`src/rtl/mii_tx_arbiter.sv`:
```
// Frame-level arbiter sharing one MII MAC transmit path between two
// AXI-Stream byte sources. A grant lasts for a whole frame. The arbiter then
// waits for the MAC to finish driving mii_en and holds an inter-frame gap
// before it arbitrates again.
module mii_tx_arbiter #(
  parameter int IFG_CYCLES    = 24,
  parameter int DRAIN_TIMEOUT = 1023
) (
  input  logic        clock,
  input  logic        aresetn,
  input  logic [7:0]  s0_tdata,
  input  logic        s0_tvalid,
  output logic        s0_tready,
  input  logic        s0_tuser,
  input  logic        s0_tlast,
  input  logic [7:0]  s1_tdata,
  input  logic        s1_tvalid,
  output logic        s1_tready,
  input  logic        s1_tuser,
  input  logic        s1_tlast,
  output logic [7:0]  m_tdata,
  output logic        m_tvalid,
  input  logic        m_tready,
  output logic        m_tuser,
  output logic        m_tlast,
  input  logic        mii_en,
  output logic [1:0]  grant,
  output logic [15:0] frames0,
  output logic [15:0] frames1
);

  // A zero-length gap or timeout would give a zero-width counter, so keep 1 bit.
  localparam int GW = (IFG_CYCLES > 0)    ? $clog2(IFG_CYCLES + 1)    : 1;
  localparam int DW = (DRAIN_TIMEOUT > 0) ? $clog2(DRAIN_TIMEOUT + 1) : 1;
  localparam logic [GW-1:0] GAP_LAST   = GW'((IFG_CYCLES > 0) ? IFG_CYCLES - 1 : 0);
  localparam logic [DW-1:0] DRAIN_LAST = DW'((DRAIN_TIMEOUT > 0) ? DRAIN_TIMEOUT - 1 : 0);

  typedef enum logic [1:0] {IDLE, SEND, DRAIN, GAP} state_t;

  state_t          state_q, state_d;
  logic [1:0]      grant_q, grant_d;
  logic            last_q, last_d;      // most recently served port index
  logic [15:0]     frames0_q, frames0_d;
  logic [15:0]     frames1_q, frames1_d;
  logic            seen_q, seen_d;      // MAC has started transmitting this frame
  logic [DW-1:0]   drain_q, drain_d;
  logic [GW-1:0]   gap_q, gap_d;
  logic            pick;

  // State and counter registers with synchronous reset; port 0 wins the first tie.
  always_ff @(posedge clock) begin
    if (!aresetn) begin
      state_q   <= IDLE;
      grant_q   <= 2'b00;
      last_q    <= 1'b1;
      frames0_q <= 16'd0;
      frames1_q <= 16'd0;
      seen_q    <= 1'b0;
      drain_q   <= '0;
      gap_q     <= '0;
    end else begin
      state_q   <= state_d;
      grant_q   <= grant_d;
      last_q    <= last_d;
      frames0_q <= frames0_d;
      frames1_q <= frames1_d;
      seen_q    <= seen_d;
      drain_q   <= drain_d;
      gap_q     <= gap_d;
    end
  end

  // Zero-latency datapath mux: only the owner of SEND sees the MAC; all else is held off.
  always_comb begin
    m_tdata   = 8'd0;
    m_tvalid  = 1'b0;
    m_tuser   = 1'b0;
    m_tlast   = 1'b0;
    s0_tready = 1'b0;
    s1_tready = 1'b0;
    if (state_q == SEND) begin
      if (last_q) begin
        m_tdata   = s1_tdata;
        m_tvalid  = s1_tvalid;
        m_tuser   = s1_tuser;
        m_tlast   = s1_tlast;
        s1_tready = m_tready;
      end else begin
        m_tdata   = s0_tdata;
        m_tvalid  = s0_tvalid;
        m_tuser   = s0_tuser;
        m_tlast   = s0_tlast;
        s0_tready = m_tready;
      end
    end
  end

  // Next-state logic: round-robin grant, frame completion, MAC drain and gap timing.
  always_comb begin
    state_d   = state_q;
    grant_d   = grant_q;
    last_d    = last_q;
    frames0_d = frames0_q;
    frames1_d = frames1_q;
    seen_d    = seen_q;
    drain_d   = drain_q;
    gap_d     = gap_q;
    pick      = 1'b0;
    unique case (state_q)
      IDLE: begin
        if (s0_tvalid || s1_tvalid) begin
          pick    = (s0_tvalid && s1_tvalid) ? ~last_q : s1_tvalid;
          last_d  = pick;
          grant_d = pick ? 2'b10 : 2'b01;
          seen_d  = 1'b0;
          state_d = SEND;
        end
      end
      SEND: begin
        seen_d = seen_q | mii_en;
        if (m_tvalid && m_tready && m_tlast) begin
          if (last_q) frames1_d = frames1_q + 16'd1;
          else        frames0_d = frames0_q + 16'd1;
          grant_d = 2'b00;
          drain_d = '0;
          state_d = DRAIN;
        end
      end
      DRAIN: begin
        seen_d = seen_q | mii_en;
        // A MAC that never raises mii_en must not wedge the arbiter.
        if ((seen_q && !mii_en) || (drain_q == DRAIN_LAST)) begin
          gap_d   = '0;
          state_d = GAP;
        end else begin
          drain_d = drain_q + 1'b1;
        end
      end
      GAP: begin
        if ((IFG_CYCLES == 0) || (gap_q == GAP_LAST)) state_d = IDLE;
        else                                          gap_d   = gap_q + 1'b1;
      end
      default: state_d = IDLE;
    endcase
  end

  assign grant   = grant_q;
  assign frames0 = frames0_q;
  assign frames1 = frames1_q;

endmodule

```
`config.mk`:
```
export PLATFORM = sky130hd
export DESIGN_NAME = mii_tx_arbiter
export DESIGN_NICKNAME = d
export VERILOG_FILES = /design/src/rtl/mii_tx_arbiter.sv
export SDC_FILE = /design/constraint.sdc
export NUM_CORES = 1
export LEC_CHECK = 0
export BUFFER_PORTS_ARGS = -buffer_cell sky130_fd_sc_hd__buf_2
export CAP_MARGIN = 30
export CORE_ASPECT_RATIO = 1.5
export CORE_MARGIN = 2
export CORE_UTILIZATION = 35
export CTS_CLUSTER_DIAMETER = 50
export DETAILED_ROUTE_END_ITERATION = 10
export GPL_TIMING_DRIVEN = 0
export PLACE_DENSITY = 0.59
export SYNTH_ARGS = -nofsm -noshare
export SYNTH_HDL_FRONTEND = slang
export SYNTH_SLANG_ARGS = --single-unit
```
`constraint.sdc`:
```
create_clock -name clock -period 2.5 [get_ports clock]
set_clock_uncertainty 0.2 [all_clocks]
set_input_delay 0.5 -clock clock [delete_from_list [all_inputs] [get_ports clock]]
set_output_delay 0.5 -clock clock [all_outputs]
set_load 0.02 [all_outputs]
```
==> out/summary.txt <==
outcome: finished, final reports clean
H-tree levels: 2
total CTS buffers: 5
Hold WC Path Type: reg2reg
Post-synth top cells: dfxtp_1 (53), nand2_1 (28), and2_1 (26)
detailed-placement wirelength estimate: 5.423 mm
Core Box Area: 8362 um^2
Skew-Pair Late Insertion Delay: 0.29 ns
critical setup path kind: reg2out
reg2reg start: state_q[1]
Fin Setup TNS: 0 ns
Synth-to-Final Area Change: 21.18%
crit path to: m_tdata[0]
Worst Path Max Fanout: 10
Final setup viols: 0
CTS Hold Bufs: 0
nets: 453
Die W: 79.38 um
VDD IR max: 381.4 uV
Root Buffer: clkbuf_16
First DRT Iteration DRCs: 70
Total Routing Usage GR: 15.94%
row count: 41
number of global-route vias before repair: 2,572
fmax: 432.7 MHz
synth unique cells: 49
measured slew at the worst slew-check pin: 0.4870 ns
Final Hold Fails: 0
largest net degree at the start of global routing: 20
Detailed Routing Iterations Pass 1: 4
PortBufs: 72
via count: 2,668
post-synth top area share: 35.57%
layout cell share with drive strength beyond 1: 24.88%
ys async rst share: 0%
maxcap violations: 0
pwr dens: 693.2 nW/um^2
clock sink count: 53
routed vias/inst: 5.082
TritonCTS clock tree: yes
Tcrit/Tclk final: 92.45%
Cell Area, Synth: 2983 um^2
number of synthesized register bits: 53
Seq/Total Area, Yosys: 35.57%
Critical Path RT: 1.80 ns
die height: 117.1 um
RSZ-0062 raised after global routing: no
R2R setup slack: 0.25 ns
Routed Wire Length: 6.988 mm
Post-Syn Instances: 339
final antenna diode count: 0
most frequent cell after synthesis: dfxtp_1
Top Ports: 73
CP Launch Type: register
Clock Path Buffers: 2
# DRC: 0
antenna violations before repair: 0
WL/cell: 13.31 um
Mean Syn Cell Area: 8.799 um^2
beginning of the critical path: state_q[1]
crit path time final: 2.311 ns
Primary FF master, synth: dfxtp_1
Lkg Pwr: 1.608 nW
Starting Density: 35.67%
final slew viol count: 0
grt ovf: 0
Synth area leaders: dfxtp_1 (36%), xnor2_1 (5.6%), and2_1 (5.5%)
Post-Syn Nets: 375
fillers: 844
Critical R2R Capture: frames0[12]
endpoint class of the critical path: output pin
die area: 9292 um^2
clock slew seen by the registers of the worst setup and hold paths: 0.06 ns
data arrival time of the critical path: 1.61 ns
EDFF count, synth: 0
max_slew headroom: 67.24%
cell taking the most area after synthesis: dfxtp_1
first-pass GRT wire length: 11.85 mm
total power: 2.506 mW
yosys warns: 0
worst r2r path cells: 9
Final GP Congestion: 0.7971
antenna-violating nets left: 0
==> how the worst min path moves through the flow <==
stage | start | to | slack, ns | cells past startpoint
after global placement | frames0[15] | frames0[15] | 0.28 | 2
after global routing | frames0[15] | frames0[15] | 0.32 | 2
after detailed placement | frames0[15] | frames0[15] | 0.30 | 2
after CTS | state_q[1] | state_q[1] | 0.31 | 2
after floorplan | state_q[1] | state_q[1] | 0.27 | 2
final | state_q[1] | state_q[1] | 0.30 | 2
==> layer usage <==
layer	track usage, %	vias to the layer above	wire length (um)
met1	18.81	1275	3038
li1	-	1339	-
met2	29.72	48	3650
met5	0	-	0
met3	2.684	6	226
met4	4.138	0	73
==> cell type report <==
cell class,count,area [um^2],area share [%]
flip-flops and latches,53,1061,29.35
inverters,12,45.04,1.246
clock buffers,7,132.6,3.669
repair buffers,72,360.3,9.969
well taps,107,133.9,3.704
multi-input cells,261,1818,50.29
plain buffers,12,56.30,1.558
clock inverters,1,7.507,0.2077
==> power breakdown <==
part / total [mW] / internal (mW) / leakage [nW] / switching (mW)
Combinational: 0.888 / 0.349 / 1.12 / 0.539
Sequential: 0.933 / 0.891 / 0.428 / 0.0428
Clock: 0.684 / 0.373 / 0.0641 / 0.311
Total: 2.51 / 1.61 / 1.61 / 0.893
==> what timing repair did <==
action | in CTS | in global routing
gates cloned | 0 | 0
endpoints found under the setup margin | 7 | 11
buffers inserted | 0 | 0
resized for setup | 0 | 2
pin swaps | 0 | 1
==> cells in the final DEF, fill, tap and decap left out, types with 8 or more instances in the layout <==
| master | count |
|---|---|
| xnor2_1 | 19 |
| mux2i_1 | 14 |
| ha_1 | 10 |
| o21ai_0 | 16 |
| nand2_1 | 28 |
| buf_2 | 74 |
| nand4_1 | 10 |
| nor2b_1 | 15 |
| nor2_1 | 20 |
| clkbuf_1 | 9 |
| xor2_1 | 11 |
| a21boi_0 | 8 |
| nand3_1 | 16 |
| dfxtp_1 | 53 |
| inv_1 | 12 |
| and2_1 | 26 |
==> critical path: stages, from the launching register on <==
cell	delay, ns
dfxtp_1	0.34
inv_1	0.11
ha_1	0.15
buf_4	0.17
clkbuf_2	0.22
nor2b_1	0.16
buf_2	0.18
==> through the flow <==
stage / setup slack, ns / hold slack, ns / utilization [%] / cells / cell area [um^2]
6_report: 0.1887 / 0.3006 / 43.23 / 525 / 3615
5_1_grt: 0.03915 / 0.3247 / 43.23 / 525 / 3615
4_1_cts: 0.01322 / 0.3105 / 43.21 / 525 / 3613
3_5_place_dp: 0.1877 / 0.3012 / 41.58 / 518 / 3477
3_3_place_gp: 0.2064 / 0.2806 / 41.58 / 518 / 3477
2_1_floorplan: 0.4046 / 0.2677 / - / 339 / 2983
==> flip-flops by register name (all words and copies together) (netlist names) <==
name,flops
frames0,16
gap_q,5
seen_q,1
state_q,2
drain_q,10
grant,2
last_q,1
frames1,16
==> cell families (layout without fill, tap and decap cells) <==
group	after synthesis	after routing	share of synthesized area, %
xor gates and xnor gates	30	30	8.809
DFF	53	53	35.57
and+or+nand+nor	156	156	31.08
buffers and inverters	25	104	3.481
AOI/OAI and AO/OA	51	51	12.16
muxes	14	14	4.698
adders and majority gates	10	10	4.195
No activity file was read; power rests on OpenSTA's default activity.
